**src/rtl/i2c_segment_target_if.sv**
```systemverilog
// rtl/i2c_segment_target_if.sv - I2C pin bundle between bus master side and segment target
interface i2c_segment_target_if;
    logic scl_i;
    logic sda_i;
    logic sda_oe;

    modport master (output scl_i, output sda_i, input sda_oe);
    modport slave  (input scl_i, input sda_i, output sda_oe);
endinterface

```
**src/rtl/i2c_segment_target.sv**
```systemverilog
// rtl/i2c_segment_target.sv - I2C target with DATA/CTRL/BLINK registers driving a 7-segment display
module i2c_segment_target #(
    parameter logic [6:0] ADDR        = 7'h3C,
    parameter int         BLINK_PRE_W = 16
) (
    input  logic                  clk,
    input  logic                  rst,
    i2c_segment_target_if.slave   bus,
    output logic [7:0]            seg,
    output logic                  busy
);

    typedef enum logic [3:0] {
        S_IDLE, S_ADDR, S_ADDR_ACK, S_PTR, S_PTR_ACK,
        S_WDATA, S_WDATA_ACK, S_RDATA, S_RDATA_ACK, S_IGNORE
    } state_t;

    state_t     state, state_n;
    logic [2:0] scl_sync, sda_sync;
    logic [3:0] bit_cnt, cnt_n;
    logic [7:0] rx_sr, rx_n;
    logic [7:0] tx_sr, tx_n;
    logic [1:0] ptr, ptr_n;
    logic       sda_oe_q, oe_n;
    logic       busy_q, busy_n;
    logic       wr_en;
    logic [7:0] data_reg, ctrl_reg, blink_reg, rd_data;

    logic [BLINK_PRE_W-1:0] pre_cnt;
    logic [7:0]             half_cnt;
    logic                   phase_on;
    logic                   blink_clr;
    logic [7:0]             disp;

    // [1] is the synchronized level, [2] the previous one for edge detection
    always_ff @(posedge clk) begin
        if (rst) begin
            scl_sync <= 3'b111;
            sda_sync <= 3'b111;
        end else begin
            scl_sync <= {scl_sync[1:0], bus.scl_i};
            sda_sync <= {sda_sync[1:0], bus.sda_i};
        end
    end

    wire scl_rise  =  scl_sync[1] & ~scl_sync[2];
    wire scl_fall  = ~scl_sync[1] &  scl_sync[2];
    wire start_det =  scl_sync[1] &  scl_sync[2] & ~sda_sync[1] &  sda_sync[2];
    wire stop_det  =  scl_sync[1] &  scl_sync[2] &  sda_sync[1] & ~sda_sync[2];
    wire sda_bit   =  sda_sync[1];

    always_comb begin
        case (ptr)
            2'd0:    rd_data = data_reg;
            2'd1:    rd_data = ctrl_reg;
            2'd2:    rd_data = blink_reg;
            default: rd_data = 8'h00;
        endcase
    end

    always_ff @(posedge clk) begin
        if (rst) begin
            state    <= S_IDLE;
            bit_cnt  <= 4'd0;
            rx_sr    <= 8'h00;
            tx_sr    <= 8'h00;
            ptr      <= 2'd0;
            sda_oe_q <= 1'b0;
            busy_q   <= 1'b0;
        end else begin
            state    <= state_n;
            bit_cnt  <= cnt_n;
            rx_sr    <= rx_n;
            tx_sr    <= tx_n;
            ptr      <= ptr_n;
            sda_oe_q <= oe_n;
            busy_q   <= busy_n;
        end
    end

    always_comb begin
        state_n = state;
        cnt_n   = bit_cnt;
        rx_n    = rx_sr;
        tx_n    = tx_sr;
        ptr_n   = ptr;
        oe_n    = sda_oe_q;
        busy_n  = busy_q;
        wr_en   = 1'b0;
        if (start_det) begin
            state_n = S_ADDR;
            cnt_n   = 4'd0;
            oe_n    = 1'b0;
            busy_n  = 1'b0;
        end else if (stop_det) begin
            state_n = S_IDLE;
            oe_n    = 1'b0;
            busy_n  = 1'b0;
        end else begin
            case (state)
                S_ADDR, S_PTR, S_WDATA: begin
                    if (scl_rise && bit_cnt != 4'd8) begin
                        rx_n  = {rx_sr[6:0], sda_bit};
                        cnt_n = bit_cnt + 4'd1;
                    end else if (scl_fall && bit_cnt == 4'd8) begin
                        // This fall ends bit 8: commit and start the ACK together
                        cnt_n = 4'd0;
                        if (state == S_ADDR) begin
                            if (rx_sr[7:1] == ADDR) begin
                                state_n = S_ADDR_ACK;
                                oe_n    = 1'b1;
                                busy_n  = 1'b1;
                            end else begin
                                state_n = S_IGNORE;
                            end
                        end else if (state == S_PTR) begin
                            ptr_n   = rx_sr[1:0];
                            state_n = S_PTR_ACK;
                            oe_n    = 1'b1;
                        end else begin
                            wr_en   = 1'b1;
                            ptr_n   = ptr + 2'd1;
                            state_n = S_WDATA_ACK;
                            oe_n    = 1'b1;
                        end
                    end
                end
                S_ADDR_ACK: begin
                    if (scl_fall) begin
                        if (rx_sr[0]) begin
                            state_n = S_RDATA;
                            tx_n    = {rd_data[6:0], 1'b0};
                            oe_n    = ~rd_data[7];
                        end else begin
                            state_n = S_PTR;
                            oe_n    = 1'b0;
                        end
                    end
                end
                S_PTR_ACK, S_WDATA_ACK: begin
                    if (scl_fall) begin
                        state_n = S_WDATA;
                        oe_n    = 1'b0;
                    end
                end
                S_RDATA: begin
                    if (scl_rise) begin
                        cnt_n = bit_cnt + 4'd1;
                    end else if (scl_fall) begin
                        if (bit_cnt == 4'd8) begin
                            oe_n    = 1'b0;
                            ptr_n   = ptr + 2'd1;
                            cnt_n   = 4'd0;
                            state_n = S_RDATA_ACK;
                        end else begin
                            oe_n = ~tx_sr[7];
                            tx_n = {tx_sr[6:0], 1'b0};
                        end
                    end
                end
                S_RDATA_ACK: begin
                    if (scl_rise && sda_bit) begin
                        state_n = S_IDLE;
                        busy_n  = 1'b0;
                    end else if (scl_fall) begin
                        state_n = S_RDATA;
                        tx_n    = {rd_data[6:0], 1'b0};
                        oe_n    = ~rd_data[7];
                        cnt_n   = 4'd0;
                    end
                end
                default: begin
                end
            endcase
        end
    end

    always_ff @(posedge clk) begin
        if (rst) begin
            data_reg  <= 8'h00;
            ctrl_reg  <= 8'h05;
            blink_reg <= 8'h00;
        end else if (wr_en) begin
            case (ptr)
                2'd0:    data_reg  <= rx_sr;
                2'd1:    ctrl_reg  <= rx_sr;
                2'd2:    blink_reg <= rx_sr;
                default: begin
                end
            endcase
        end
    end

    assign blink_clr = wr_en && (ptr == 2'd1 || ptr == 2'd2);

    // Half period = 2^BLINK_PRE_W prescaler wraps times (BLINK+1)
    always_ff @(posedge clk) begin
        if (rst || blink_clr) begin
            pre_cnt  <= '0;
            half_cnt <= 8'd0;
            phase_on <= 1'b1;
        end else begin
            pre_cnt <= pre_cnt + BLINK_PRE_W'(1);
            if (&pre_cnt) begin
                if (half_cnt == blink_reg) begin
                    half_cnt <= 8'd0;
                    phase_on <= ~phase_on;
                end else begin
                    half_cnt <= half_cnt + 8'd1;
                end
            end
        end
    end

    function automatic logic [6:0] hex7(input logic [3:0] v);
        case (v)
            4'h0: hex7 = 7'h3F;  4'h1: hex7 = 7'h06;  4'h2: hex7 = 7'h5B;  4'h3: hex7 = 7'h4F;
            4'h4: hex7 = 7'h66;  4'h5: hex7 = 7'h6D;  4'h6: hex7 = 7'h7D;  4'h7: hex7 = 7'h07;
            4'h8: hex7 = 7'h7F;  4'h9: hex7 = 7'h6F;  4'hA: hex7 = 7'h77;  4'hB: hex7 = 7'h7C;
            4'hC: hex7 = 7'h39;  4'hD: hex7 = 7'h5E;  4'hE: hex7 = 7'h79;  default: hex7 = 7'h71;
        endcase
    endfunction

    always_comb begin
        disp = ctrl_reg[0] ? {data_reg[7], hex7(data_reg[3:0])} : data_reg;
        if (!ctrl_reg[2] || (ctrl_reg[1] && !phase_on)) begin
            disp = 8'h00;
        end
    end

    always_ff @(posedge clk) begin
        if (rst) begin
            seg <= 8'h00;
        end else begin
            seg <= disp;
        end
    end

    assign bus.sda_oe = sda_oe_q;
    assign busy       = busy_q;

endmodule

```
**src/flat_wrapper.sv**
```systemverilog
// flat-port wrapper written by rule: the top's interface ports become plain ports
module i2c_segment_target_flat 
#(
    parameter logic [6:0] ADDR        = 7'h3C,
    parameter int         BLINK_PRE_W = 16
)
  (clk, rst, seg, busy, bus_scl_i, bus_sda_i, bus_sda_oe);
  i2c_segment_target_if bus_i ();
  input  logic clk;
  input  logic rst;
  output logic [7:0] seg;
  output logic busy;
  input wire logic [$bits(bus_i.scl_i)-1:0] bus_scl_i;
  input wire logic [$bits(bus_i.sda_i)-1:0] bus_sda_i;
  output wire logic [$bits(bus_i.sda_oe)-1:0] bus_sda_oe;
  assign bus_i.scl_i = bus_scl_i;
  assign bus_i.sda_i = bus_sda_i;
  assign bus_sda_oe = bus_i.sda_oe;
  i2c_segment_target #(.ADDR(ADDR), .BLINK_PRE_W(BLINK_PRE_W)) u_core (.clk(clk), .rst(rst), .bus(bus_i), .seg(seg), .busy(busy));
endmodule
```
**config.mk**
```make
export PLATFORM = sky130hd
export DESIGN_NAME = i2c_segment_target_flat
export DESIGN_NICKNAME = d
export VERILOG_FILES = /design/src/rtl/i2c_segment_target_if.sv /design/src/rtl/i2c_segment_target.sv /design/src/flat_wrapper.sv
export SDC_FILE = /design/constraint.sdc
export NUM_CORES = 1
export LEC_CHECK = 0
export ABC_AREA = 1
export CORE_ASPECT_RATIO = 2
export CORE_MARGIN = 4
export CORE_UTILIZATION = 64
export CTS_BUF_LIST = sky130_fd_sc_hd__clkbuf_4
export CTS_CLUSTER_SIZE = 30
export DETAILED_ROUTE_END_ITERATION = 8
export PLACE_DENSITY_LB_ADDON = 0.15
export SETUP_SLACK_MARGIN = 0.5
export SKIP_LAST_GASP = 1
export SLEW_MARGIN = 5
export SYNTH_ARGS = -nofsm -noshare
export SYNTH_HDL_FRONTEND = slang
export SYNTH_SLANG_ARGS = --single-unit
export TNS_END_PERCENT = 20
```
**constraint.sdc**
```tcl
create_clock -name clk -period 2.2 [get_ports clk]
set_input_delay 0.22 -clock clk [delete_from_list [all_inputs] [get_ports clk]]
set_output_delay 0.22 -clock clk [all_outputs]
set_load 0.005 [all_outputs]
```
==> results.py, run 1 <==
metrics = {
    "sta": {
        "worst_clock_skew_ns": 0.01384,
        "setup_tns_ns": 0,
        "fin_crit_sh_pct": 89.80,
        "holdWs_ns": 0.3046,
        "hold_viol": 0,
        "fmax_mhz": 506.2,
        "fin_crit_ns": 1.976,
        "worstMarginPinSlew_ns": 0.7745,
        "slew_violations": 0,
        "rsz0062_at_grt": "yes",
        "slew_headroom_pct": 48.14,
        "setup_viol": 0,
    },
    "grt": {
        "antenna_found_initial": 1,
        "grt_usage_pct": 30.42,
        "overflow": 0,
        "grt_pass1_vias": 4921,
        "grt_start_max_net_pins": 26,
        "grt_pass1_wl_mm": 22.74,
    },
    "critical_path": {
        "crit_path_start_kind": "flop",
        "critPathSlowestCell": "dfxtp_2",
        "cp_common_cell": "nand2_1",
        "cp_num_buf_inv": 4,
        "crit_chain": "inv_1 -> nand2_1 -> nor2_8 -> nand3_4 -> nand2_4 -> inv_4 -> nor2_4 -> inv_2 -> ha_4 -> inv_2 -> nand2_1 -> nand3_1 -> nand2_1",
        "worstPathRequired_ns": 2.62,
        "crit_fanout": 9,
        "critical_path_class": "reg -> reg",
        "slowest_delay_ns": 0.39,
        "cp-end-kind": "flop",
        "cp.arrival_ns": 2.39,
        "path_delay_family": "simple AND/OR/NAND/NOR gates",
    },
    "pwr": {
        "p_int_mw": 2.810,
        "p_comb_share_pct": 34.6,
        "p_switching_mw": 1.754,
        "power_density_nw_per_um2": 763.0,
        "totalPowerFinal_mw": 4.564,
        "p_sw_share_pct": 38.44,
        "irDropWorstVdd_mv": 0.7824,
        "power.share.sequential_pct": 44.1,
        "leakagePower_nw": 2.622,
        "p_clk_share_pct": 21.3,
    },
    "finish": {
        "final_area_um2": 5982,
        "final_layout_size_suffix_gt1_share_pct": 20.41,
        "fin_util_pct": 78.12,
        "multi_input_area_um2": 2927,
        "syn_to_final_growth_pct": 18.66,
        "fill_cells": 559,
        "regArea_um2": 1952,
        "max_flop_register": "u_core.pre_cnt",
        "final_nets": 788,
        "largest_register_ffs": 16,
    },
    "floorplan": {
        "boundaryPins": 14,
        "die-width_um": 70.76,
        "core_um2": 7657,
        "die_h_um": 133.5,
        "num_rows": 45,
        "initial_core_util_pct": 65.83,
        "die-area_um2": 9447,
    },
    "clocking": {
        "h-tree-depth": 3,
        "cts_tree": "built",
        "cts.sink_count": 97,
        "hold_buffers": 0,
        "root_buffer": "clkbuf_4",
        "clk_latency_ns": 0.47,
        "cts_buffer_depth": 2,
        "numCtsBuffers": 9,
        "clk_pin_slew_ns": 0.15,
    },
    "logic_synthesis": {
        "ys_seq_elements": 97,
        "synthCells": 719,
        "avgSynthCellArea_um2": 7.011,
        "synth.distinct_cells": 41,
        "syn-cell-area_um2": 5041,
        "yosysSeqAreaShare_pct": 38.52,
        "ys_warn_count": 0,
        "syn-num-nets": 738,
    },
    "detailed_routing": {
        "drtIter0Drc": 300,
        "drtPass1Iterations": 5,
        "drt_wl_total_mm": 14.02,
        "remaining_drc_errors": 0,
        "vias": 4992,
        "wl_per_cell_um": 16.13,
        "via_per_inst": 5.745,
        "ant_nets": 0,
    },
    "place": {
        "place_congestion": 0.9883,
        "port_buffers": 13,
        "dp_hpwl_mm": 10.06,
        "placed_area_um2": 5370,
    },
    "worst_hold_path": {
        "hold_path.class": "in -> reg",
    },
    "outcome": {
        "status": "complete, no violations",
    },
    "run": {
        "cap_violations": 0,
    },
}
cells in the final DEF (no fill, tap or decap), types with 2 or more instances in the layout:
cell and count:
nand4_1 11, nor3_1 8, clkbuf_4 10, inv_2 11, buf_6 2, nand3b_1 3
clkdlybuf4s50_1 13, buf_4 39, dfxtp_1 89, inv_1 80, inv_4 5, clkinvlp_4 3
nand2_4 9, nor3_4 2, nand3_2 6, o21ai_2 2, nor3_2 3, o21ai_1 4
nand2_1 146, nand2_2 10, ha_1 6, ha_2 2, o21ai_4 4, nor2_2 8
o211ai_1 3, nor3b_1 2, ha_4 7, o21ai_0 49, nand3_4 5, nor2_4 10
or2_2 5, dfxtp_2 8, nand3_1 44, xor2_1 17, nor2_1 85, a21oi_1 49
worst paths after layout:
check / from / to / slack (ns) / cells after the start
hold / removal: bus_sda_i / u_core.sda_sync[0] / 0.30 / 2
setup / recovery: u_core.state[1] / flop / 0.22 / 13
setup reg to reg: u_core.state[1] / flop / 0.22 / 13
hold reg to reg: u_core.sda_sync[0] / u_core.sda_sync[1] / 0.43 / 1
cell families after synthesis:
family / count (synthesis) / share of synthesized area [%]
flip-flops: 97 / 38.52
buffers and inverters: 113 / 9.134
adder cells (fa/ha/maj): 15 / 3.723
AO/OA/AOI/OAI: 116 / 12.31
XOR/XNOR: 18 / 3.127
AND/OR/NAND/NOR: 360 / 33.18
Yosys cell counts:
cell type / instances / share of area [%]
nand2_1: 155 / 12
dfxtp_1: 97 / 39
inv_1: 90 / 6.7
nor2_1: 89 / 6.6
o21ai_0: 54 / 5.4
nand3_1: 51 / 5.1
a21oi_1: 50 / 5.0
xor2_1: 17 / 3.0
ha_1: 15 / 3.7
nand4_1: 11 / 1.4
nor3_1: 10 / 0.99
nand2_2: 9 / 1.1
clkbuf_1: 8 / 0.60
nor2_2: 7 / 0.87
nor2_4: 7 / 1.6
or2_2: 5 / 0.62
buf_2: 4 / 0.40
inv_2: 4 / 0.30
buf_6: 3 / 0.67
nand3b_1: 3 / 0.45
o211ai_1: 3 / 0.45
o21ai_2: 3 / 0.52
inv_4: 2 / 0.25
nand3_2: 2 / 0.40
nand3_4: 2 / 0.69
nor3_2: 2 / 0.40
nor3b_1: 2 / 0.30
a211oi_1: 1 / 0.15
a21o_1: 1 / 0.15
a31o_2: 1 / 0.17
a31oi_1: 1 / 0.12
and3_1: 1 / 0.12
buf_4: 1 / 0.15
clkinv_1: 1 / 0.074
nand2_4: 1 / 0.22
nor2_8: 1 / 0.40
nor2b_1: 1 / 0.12
nor3_4: 1 / 0.32
o21ai_1: 1 / 0.099
o21ai_4: 1 / 0.32
xnor2_1: 1 / 0.17
area by class of cell:
type,instances,area share [%]
tap,94,1.966
antenna,1,0.04183
multi-input combinational,509,48.92
inverter,97,6.296
sequential,97,32.63
timing repair buffer,55,7.781
clock inverter,6,1.109
clock buffer,10,1.255
power groups by stage:
stage | clock, mW | sequential (mW) | combinational (mW)
4_1_cts | 0.977 | 2.00 | 1.44
2_1_floorplan | 0 | 2.00 | 1.07
5_1_grt | 1.05 | 2.03 | 1.76
3_5_place_dp | 0 | 2.03 | 1.40
6_report | 0.974 | 2.01 | 1.58
3_3_place_gp | 0 | 2.03 | 1.36
metal layers:
layer  wire length, um  global-route usage, %  share of wire (%)
met1              4511                  27.42                 32
met2              7705                  57.34                 55
met3               545                  4.758                3.9
met4              1256                  23.85                9.0
met5                 0                      0                  0
metrics by stage:
| step | worst slack [ns] | std cells |
|---|---|---|
| 2_1_floorplan | 0.4007 | 719 |
| 3_3_place_gp | 0.3000 | 824 |
| 3_5_place_dp | 0.2098 | 824 |
| 4_1_cts | 0.3342 | 859 |
| 5_1_grt | 0.1179 | 869 |
| 6_report | 0.2244 | 869 |
repair_timing:
action / in CTS / in global routing
endpoints found under the setup margin: 50 / 78
gates resized for setup: 34 / 34
setup buffers: 19 / 9
pin swaps: 17 / 13
(Power assumes the default switching activity.)
==> run 2, diff against run 1 <==
Settings changed: CORE_MARGIN 4 to default.
==> run 2 against run 1 <==
  * First-iteration DRC count shrank 11%
  * Sequential power about the same
  * Power decreased by 1.5%
  * Critical path type unchanged
==> results.py, run 2 (synthesized netlist as in run 1, its figures left out) <==
metrics = {
    "outcome": {
        "status": "complete, no violations",
    },
    "critical_path": {
        "crit_chain": "inv_2 -> ha_4 -> nand3_4 -> nor2_4 -> nand3_4 -> nand2_2 -> nand3_4 -> ha_2 -> inv_1 -> nand2_1 -> nand3_1 -> nand2_1",
        "crit_path_start_kind": "flop",
        "path_delay_family": "simple AND/OR/NAND/NOR gates",
        "cp-end-kind": "flop",
        "cp.arrival_ns": 2.23,
        "cp_common_cell": "nand3_4",
        "critical_path_class": "reg -> reg",
        "worstPathRequired_ns": 2.57,
        "slowest_delay_ns": 0.36,
        "cp_num_buf_inv": 2,
        "critPathSlowestCell": "dfxtp_2",
        "crit_fanout": 7,
    },
    "clocking": {
        "cts_buffer_depth": 2,
        "root_buffer": "clkbuf_4",
        "clk_pin_slew_ns": 0.15,
        "h-tree-depth": 3,
        "cts_tree": "built",
        "hold_buffers": 0,
        "cts.sink_count": 97,
        "clk_latency_ns": 0.46,
        "numCtsBuffers": 9,
    },
    "sta": {
        "slew_violations": 0,
        "fmax_mhz": 538.7,
        "setup_viol": 0,
        "hold_viol": 0,
        "setup_tns_ns": 0,
        "fin_crit_sh_pct": 84.37,
        "worst_clock_skew_ns": 0.005797,
        "worstMarginPinSlew_ns": 0.6962,
        "fin_crit_ns": 1.856,
        "slew_headroom_pct": 53.38,
        "rsz0062_at_grt": "yes",
    },
    "finish": {
        "final_cell_mix": "nand2_1 (141), dfxtp_1 (86), nor2_1 (83)",
        "final_nets": 774,
        "layout_commonest_cell": "nand2_1",
        "max_flop_register": "u_core.pre_cnt",
        "syn_to_final_growth_pct": 17.27,
        "fill_cells": 568,
        "largest_register_ffs": 16,
        "final_layout_size_suffix_gt1_share_pct": 20.53,
    },
    "pwr": {
        "power_density_nw_per_um2": 760.6,
        "totalPowerFinal_mw": 4.497,
        "irDropWorstVdd_mv": 0.8002,
        "leakagePower_nw": 2.584,
    },
    "grt": {
        "overflow": 0,
        "grt_pass1_wl_mm": 21.06,
        "grt_usage_pct": 33.26,
        "antenna_found_initial": 1,
        "grt_pass1_vias": 4915,
        "grt_start_max_net_pins": 31,
    },
    "place": {
        "dp_hpwl_mm": 9.738,
        "port_buffers": 13,
        "place_congestion": 0.9590,
    },
    "detailed_routing": {
        "vias": 4834,
        "drt_wl_total_mm": 13.19,
        "remaining_drc_errors": 0,
        "ant_nets": 0,
        "drtPass1Iterations": 6,
        "via_per_inst": 5.654,
        "drtIter0Drc": 266,
        "wl_per_cell_um": 15.43,
    },
    "run": {
        "cap_violations": 0,
    },
    "floorplan": {
        "die-width_um": 64.76,
        "die-area_um2": 8257,
        "initial_core_util_pct": 66.32,
        "core_um2": 7601,
        "die_h_um": 127.5,
        "boundaryPins": 14,
        "num_rows": 45,
    },
    "worst_hold_path": {
        "hold_path.class": "in -> reg",
    },
}
## run 2: cell count changes in the layout (fill, tap and decap cells not counted), sizes merged
cell      previous run  this run
buf                 42        27
nor2               104       105
inv                 97        98
clkinv               2         3
clkinvlp             3         1
## run 2: repair_timing
| action | CTS | global route |
|---|---|---|
| gates resized for setup | 40 | 42 |
| setup buffers | 12 | 2 |
| endpoints found under the setup margin | 55 | 65 |
| cloned | 1 | 0 |
| hold endpoints to repair | 0 | 0 |
| pin swaps | 7 | 14 |
## run 2: cell type report
| class | instances | area [um2] | share of cell area [%] |
|---|---|---|---|
| diodes | 1 | 2.502 | 0.04233 |
| flip-flops and latches | 97 | 1963 | 33.21 |
| repair buffers | 40 | 344.1 | 5.820 |
| clock buffers | 10 | 75.07 | 1.270 |
| inverters | 97 | 374.1 | 6.328 |
| clock inverters | 6 | 65.06 | 1.101 |
| multi-input cells | 510 | 2970 | 50.24 |
| well taps | 94 | 117.6 | 1.989 |
## run 2: report_power, final
group | total [mW] | switching, mW | internal [mW]
clock network | 0.985 | 0.620 | 0.364
logic | 1.50 | 0.976 | 0.524
registers | 2.01 | 0.125 | 1.89
## run 2: routing by layer
layer | up-vias | routed length (um) | global-route usage (%)
li1 | 2371 | - | -
met1 | 2251 | 4292 | 26.98
met2 | 139 | 7523 | 65.69
met3 | 73 | 360 | 4.375
met4 | 0 | 1015 | 27.58
met5 | - | 0 | 0
## run 2: worst paths after layout
kind,start,end,slack (ns),depth (start not counted)
max,u_core.bit_cnt[1],flop,0.34,12
min,bus_sda_i,u_core.sda_sync[0],0.31,2
max reg2reg,u_core.bit_cnt[1],flop,0.34,12
min reg2reg,u_core.scl_sync[0],u_core.scl_sync[1],0.43,1
## run 2: stage by stage
stage	worst slack, ns	cell area (um2)	hold slack, ns	util, %	instances
final	0.3438	5912	0.3115	77.78	855
after global routing	0.2429	5912	0.2984	77.78	855
after CTS	0.3912	5743	0.2938	75.56	852
after detailed placement	0.2460	5363	0.4005	70.55	823
after global placement	0.3110	5363	0.3960	70.55	823
after floorplan	0.4007	5109	0.2985	-	719
